==> config.mk <==
export PLATFORM = sky130hd
export DESIGN_NAME = pixel_ram_arbiter
export DESIGN_NICKNAME = d
export VERILOG_FILES = /design/src/rtl/pixel_arb_pkg.sv /design/src/rtl/pixel_fifo.sv /design/src/rtl/pixel_ram_arbiter.sv
export SDC_FILE = /design/constraint.sdc
export NUM_CORES = 1
export LEC_CHECK = 0
export BUFFER_PORTS_ARGS = -buffer_cell sky130_fd_sc_hd__buf_2
export CAP_MARGIN = 20
export CORE_MARGIN = 5
export CORE_UTILIZATION = 50
export DETAILED_ROUTE_END_ITERATION = 7
export PLACE_DENSITY = 0.72
export SYNTH_ARGS = -nofsm -noshare
export SYNTH_HDL_FRONTEND = slang
export SYNTH_SLANG_ARGS = --single-unit
==> constraint.sdc <==
create_clock -name clk -period 5 [get_ports clk]
set_input_delay 0.5 -clock clk [delete_from_list [all_inputs] [get_ports clk]]
set_output_delay 0.5 -clock clk [all_outputs]
set_load 0.01 [all_outputs]
==> src/rtl/pixel_arb_pkg.sv <==
// Shared types and default sizes for the pixel RAM arbiter.
package pixel_arb_pkg;

    localparam int DEF_ADDR_W       = 16;
    localparam int DEF_DATA_W       = 8;
    localparam int DEF_FIFO_DEPTH   = 8;
    localparam int DEF_LOW_WATER    = 4;
    localparam int DEF_FRAME_PIXELS = 65536;

    typedef enum logic [1:0] {
        IDLE,
        FILL,
        RUN
    } arb_state_t;

    typedef enum logic [1:0] {
        GNT_NONE,
        GNT_VGA,
        GNT_CPU
    } grant_t;

endpackage

==> src/rtl/pixel_fifo.sv <==
// Synchronous FIFO holding prefetched scan-out pixels.
// Flush and reset empty it; a pop on empty is ignored.
module pixel_fifo #(
    parameter int DEPTH  = 8,
    parameter int DATA_W = 8,
    localparam int CNT_W = $clog2(DEPTH) + 1
) (
    input  logic              clk,
    input  logic              reset,
    input  logic              push,
    input  logic              pop,
    input  logic              flush,
    input  logic [DATA_W-1:0] din,
    output logic [DATA_W-1:0] dout,
    output logic [CNT_W-1:0]  count,
    output logic              empty,
    output logic              full
);

    localparam int PTR_W = $clog2(DEPTH);

    logic [DATA_W-1:0] mem [DEPTH];
    logic [PTR_W-1:0]  wr_ptr;
    logic [PTR_W-1:0]  rd_ptr;
    logic              do_push;
    logic              do_pop;

    assign empty   = (count == '0);
    assign full    = (count == CNT_W'(DEPTH));
    assign do_pop  = pop && !empty;
    assign do_push = push && (!full || do_pop);
    assign dout    = mem[rd_ptr];

    // Storage write; contents need no reset since count gates visibility.
    always_ff @(posedge clk) begin
        if (do_push)
            mem[wr_ptr] <= din;
    end

    // Pointer and occupancy bookkeeping; pointers wrap since DEPTH is a power of two.
    always_ff @(posedge clk) begin
        if (reset || flush) begin
            wr_ptr <= '0;
            rd_ptr <= '0;
            count  <= '0;
        end else begin
            if (do_push)
                wr_ptr <= wr_ptr + 1'b1;
            if (do_pop)
                rd_ptr <= rd_ptr + 1'b1;
            count <= count + CNT_W'(do_push) - CNT_W'(do_pop);
        end
    end

endmodule

==> src/rtl/pixel_ram_arbiter.sv <==
// Shares the single-port pixel RAM between CPU loads/stores and VGA scan-out.
// Scan-out pixels are prefetched into a FIFO; the CPU is only stalled when
// the FIFO level drops below LOW_WATER.
// Optional macro PIXEL_ARB_STATS_EN adds saturating stall/underflow counters.
module pixel_ram_arbiter
    import pixel_arb_pkg::*;
#(
    parameter int ADDR_W       = DEF_ADDR_W,
    parameter int DATA_W       = DEF_DATA_W,
    parameter int FIFO_DEPTH   = DEF_FIFO_DEPTH,
    parameter int LOW_WATER    = DEF_LOW_WATER,
    parameter int FRAME_PIXELS = DEF_FRAME_PIXELS
) (
    input  logic              clk,
    input  logic              reset,
    input  logic              cpu_req,
    input  logic              cpu_we,
    input  logic [ADDR_W-1:0] cpu_addr,
    input  logic [DATA_W-1:0] cpu_wdata,
    output logic              cpu_ready,
    output logic              cpu_rvalid,
    output logic [DATA_W-1:0] cpu_rdata,
    input  logic              vga_enable,
    input  logic              pix_pop,
    output logic              pix_valid,
    output logic [DATA_W-1:0] pix_data,
    output logic              underflow,
    output logic [ADDR_W-1:0] ram_addr,
    output logic              ram_we,
    output logic [DATA_W-1:0] ram_wdata,
    input  logic [DATA_W-1:0] ram_q
`ifdef PIXEL_ARB_STATS_EN
    ,
    output logic [31:0]       stall_cnt,
    output logic [15:0]       underflow_cnt
`endif
);

    localparam int CNT_W = $clog2(FIFO_DEPTH) + 1;
    localparam int LVL_W = CNT_W + 1;

    arb_state_t        state;
    grant_t            grant;
    logic [ADDR_W-1:0] scan_addr;
    logic              inflight;
    logic              rd_pend;
    logic [DATA_W-1:0] rdata_q;
    logic [CNT_W-1:0]  fifo_count;
    logic              fifo_empty;
    logic              fifo_full;
    logic              fifo_push;
    logic              fifo_pop;
    logic              fifo_flush;
    logic [LVL_W-1:0]  level;
    logic              vga_can;
    logic              drop;
    logic              fill_done;
    logic              underflow_evt;

    // Credit includes the read already on its way back from the RAM.
    assign level   = {1'b0, fifo_count} + LVL_W'(inflight);
    assign vga_can = (state != IDLE) && (level < LVL_W'(FIFO_DEPTH));
    assign drop    = (state != IDLE) && !vga_enable;

    // One RAM access per cycle; VGA only outranks a waiting CPU when running low.
    always_comb begin
        grant = GNT_NONE;
        if (reset)
            grant = GNT_NONE;
        else if (vga_can && (level < LVL_W'(LOW_WATER) || !cpu_req))
            grant = GNT_VGA;
        else if (cpu_req)
            grant = GNT_CPU;
    end

    assign cpu_ready = (grant == GNT_CPU);
    assign ram_we    = cpu_ready && cpu_we;
    assign ram_addr  = cpu_ready ? cpu_addr : scan_addr;
    assign ram_wdata = cpu_wdata;

    // Returning data from a read issued before scan-out was switched off is dropped.
    assign fifo_flush    = (state == IDLE) || drop;
    assign fifo_push     = inflight && !fifo_flush;
    assign pix_valid     = (state == RUN) && !fifo_empty;
    assign fifo_pop      = pix_pop && pix_valid;
    assign underflow_evt = pix_pop && fifo_empty && (state == RUN);
    // No pops happen in FILL, so the post-edge count is count + push.
    assign fill_done     = fifo_full ||
                           (fifo_count == CNT_W'(FIFO_DEPTH - 1) && fifo_push);

    pixel_fifo #(
        .DEPTH  (FIFO_DEPTH),
        .DATA_W (DATA_W)
    ) u_fifo (
        .clk   (clk),
        .reset (reset),
        .push  (fifo_push),
        .pop   (fifo_pop),
        .flush (fifo_flush),
        .din   (ram_q),
        .dout  (pix_data),
        .count (fifo_count),
        .empty (fifo_empty),
        .full  (fifo_full)
    );

    // Scan-out FSM with scan address, inflight marker and sticky underflow.
    always_ff @(posedge clk) begin
        if (reset) begin
            state     <= IDLE;
            scan_addr <= '0;
            inflight  <= 1'b0;
            underflow <= 1'b0;
        end else begin
            inflight <= (grant == GNT_VGA);
            if (grant == GNT_VGA)
                scan_addr <= (scan_addr == ADDR_W'(FRAME_PIXELS - 1)) ? '0 : scan_addr + 1'b1;
            case (state)
                IDLE: if (vga_enable) begin
                    state     <= FILL;
                    underflow <= 1'b0;
                end
                FILL: if (fill_done)
                    state <= RUN;
                RUN: if (underflow_evt)
                    underflow <= 1'b1;
                default: state <= IDLE;
            endcase
            if (drop) begin
                state     <= IDLE;
                scan_addr <= '0;
                inflight  <= 1'b0;
            end
        end
    end

    // CPU read return: pulse valid the cycle after grant, hold data until the next read.
    always_ff @(posedge clk) begin
        if (reset) begin
            rd_pend <= 1'b0;
            rdata_q <= '0;
        end else begin
            rd_pend <= cpu_ready && !cpu_we;
            if (rd_pend)
                rdata_q <= ram_q;
        end
    end

    assign cpu_rvalid = rd_pend;
    assign cpu_rdata  = rd_pend ? ram_q : rdata_q;

`ifdef PIXEL_ARB_STATS_EN
    // Saturating performance counters.
    always_ff @(posedge clk) begin
        if (reset) begin
            stall_cnt     <= '0;
            underflow_cnt <= '0;
        end else begin
            if (cpu_req && !cpu_ready && stall_cnt != '1)
                stall_cnt <= stall_cnt + 1'b1;
            if (underflow_evt && underflow_cnt != '1)
                underflow_cnt <= underflow_cnt + 1'b1;
        end
    end
`endif

endmodule

==> results.toml <==
[clock_network]
clk_latency_ns = 0.35
htreeDepth = 3
cts-resized-gates = 0
cts_buffers = 9
cts.sinks = 106
cts_tree = "done"
clk_path_buf_depth = 2
clk_pin_slew_ns = 0.10
post_cts_buffers = 0
cts_hold_buffers = 0
cts-root-buf = "clkbuf_8"

[cells_and_area]
fin_cells = 547
post_route_cells_drive_above_1_share = 0.335
nets = 464
nFillCells = 759
area_growth_pct = 13.6
antenna_cells = 0
final_core_util = 0.585

[placement]
io_buffers = 66
hpwl_um = 6380
gp_congestion = 0.787
post-place-cells = 530

[drt]
drt_iter0_drc = 86
wirelength_um = 8750
wl_per_cell_um = 16.0
ant_nets = 0
dr.pass1.iters = 4
vias = 2941
drc = 0
vias_per_cell = 5.38

[timing]
setup-tns-final_ns = 0
maxSlewViolCount = 0
rsz0062_at_grt = "false"
tightest_slew_ns = 0.791
setup_viol = 0
final-hold-violation-count = 0
fmax_mhz = 315
min_period_ns = 3.17
fin_crit_sh = 0.635
finalClockSkew_ns = 0.0117
relSlewSlack = 0.472
hold_ws_ns = 0.302

[setup_path]
required_ns = 4.50
max_stage_delay_ns = 0.50
start_kind = "register"
critical_path.top_delay_family = "multiplexers"
crit_arrival_ns = 2.67
path_buf_inv = 2
critical-path-slowest-cell = "dfxtp_1"
end_kind = "primary output"
cp_max_fo = 19
critPathKind = "register to primary output"
cp_cell_sequence = "and3_4 -> mux2i_2 -> nor2_1 -> nor3b_2 -> buf_4 -> mux2_2 -> buf_2"
reg2reg_slack_ns = 2.14

[synth]
synthesis.nets = 404
syn_area_mm2 = 0.00476
synth_top_area_cell = "edfxtp_1"
netlist-cell-type-count = 49
ys_seq_elements = 106
avgSynthCellArea_um2 = 13.5
synth_edf_count = 64
yosysWarnings = 0
synthCells = 353
ys_async_sr_fraction = 0
yosys-top-cells-area = "edfxtp_1 (40%), dfxtp_1 (18%), mux4_2 (7.6%)"
yosysSeqAreaShare = 0.581
synth_top_area_frac = 0.404
synth.most_common_cell = "edfxtp_1"
synth_common_cells = "edfxtp_1 (64), dfxtp_1 (42), mux2_2 (31), nor2_1 (29), mux4_2 (16)"
synth_ff_type = "edfxtp_1"

[die]
die_h_um = 108
rows = 35
coreArea_mm2 = 0.00924
die_w_um = 108
io_pins = 83
die_area_mm2 = 0.0116
initial_core_util = 0.515

[global_route]
grt_pass1_wl_um = 14500
antenna_found_initial = 0
grt_overflow_total = 0
grt_max_degree = 20
grt_pass1_vias = 2893
grtUsageTotal = 0.158

[pwr]
vdd_drop_max_mv = 0.153
powerDensity_mw_per_mm2 = 295
power.leakage_nw = 1.94

[job]
cap_violations = 0

[hold_path]
hp-class = "input pin to register"

[outcome]
status = "complete, no violations"
final cells by class:
class | count | area, µm² | area share
Tap cell | 129 | 161 | 0.0299
Sequential cell | 106 | 2760 | 0.511
Clock inverter | 6 | 90.1 | 0.0167
Timing Repair Buffer | 71 | 388 | 0.0718
Inverter | 9 | 33.8 | 0.00625
Multi-Input combinational cell | 216 | 1840 | 0.340
Clock buffer | 10 | 128 | 0.0236
logic make-up (layout without fill, tap and decap cells):
family,count (synthesis),in the layout,share of synthesized area
xor gates and xnor gates,10,10,0.0184
DFF,106,106,0.581
buffers and inverters,31,96,0.0337
AOI/OAI and AO/OA,34,34,0.0442
muxes,52,52,0.161
adders and majority gates,13,13,0.0358
and+or+nand+nor,107,107,0.126
where the power goes:
| group | switching, W | leakage (nW) | total, W | internal (W) |
|---|---|---|---|---|
| logic | 0.0000501 | 0.918 | 0.0000895 | 0.0000394 |
| clock network | 0.000281 | 0.109 | 0.000566 | 0.000285 |
| registers | 0.00000589 | 0.915 | 0.000936 | 0.000930 |
| total | 0.000337 | 1.94 | 0.00159 | 0.00125 |
registers in the layout, indices dropped and copies added (netlist names), named ones only:
name	count
scan_addr	16
rdata_q	8
u_fifo.rd_ptr	3
underflow	1
u_fifo.wr_ptr	3
state	2
cpu_rvalid	1
u_fifo.count	4
u_fifo.mem	64
inflight	1
final timing paths:
path / startpoint / endpoint / cells past startpoint
worst max-delay path: u_fifo.count[1]$_SDFF_PP0_ / ram_addr[14] / 7
worst min-delay path: cpu_we / cpu_rvalid$_SDFF_PP0_ / 2
worst max register to register: u_fifo.count[2]$_SDFF_PP0_ / u_fifo.mem[2][3]$_DFFE_PP_ / 7
worst min register to register: underflow$_SDFFE_PP0P_ / underflow$_SDFFE_PP0P_ / 2
per-stage QoR:
step                setup slack, ns  power, W  cell area, µm²
floorplan                      2.36   0.00101            4760
global placement               2.23   0.00105            5160
detailed placement             2.12   0.00105            5160
CTS                            1.81   0.00160            5370
global route                   1.61   0.00166            5400
finish                         1.83   0.00159            5400
layout by cell type, fill, tap and decap left out, types with 3 or more instances in the layout:
| cell type | netlist | layout |
|---|---|---|
| buf_2 | 2 | 66 |
| edfxtp_1 | 64 | 64 |
| dfxtp_1 | 42 | 42 |
| mux2_2 | 31 | 31 |
| nor2_1 | 29 | 29 |
| mux4_2 | 16 | 16 |
| a21oi_1 | 15 | 15 |
| ha_1 | 12 | 12 |
| nor2b_1 | 11 | 11 |
| inv_1 | 9 | 9 |
| nand2_1 | 9 | 9 |
| clkbuf_8 | 0 | 9 |
| nand2b_1 | 8 | 8 |
| o21ai_0 | 8 | 8 |
| xnor2_1 | 8 | 8 |
| nand3_1 | 7 | 7 |
| nor4_1 | 7 | 7 |
| nand4_1 | 6 | 6 |
| nor3_1 | 5 | 5 |
| or4_1 | 4 | 4 |
| buf_4 | 9 | 4 |
| a21o_1 | 3 | 3 |
| mux2i_1 | 3 | 3 |
routing by layer:
metal | track usage | part of all wire | up-vias
met5 | 0 | 0 | -
met4 | 0.0469 | 0.012 | 0
met2 | 0.250 | 0.47 | 73
li1 | - | - | 1429
met1 | 0.225 | 0.47 | 1426
met3 | 0.0270 | 0.047 | 13
worst register-to-register path: stages (launching register included):
cell and delay (ns):
dfxtp_1 0.42, inv_1 0.12, ha_1 0.20, nor3b_1 0.16, nor3b_2 0.41, o2111a_1 0.41, nand2b_1 0.17, nor2_1 0.62
Power figures use the tool's default switching activity.
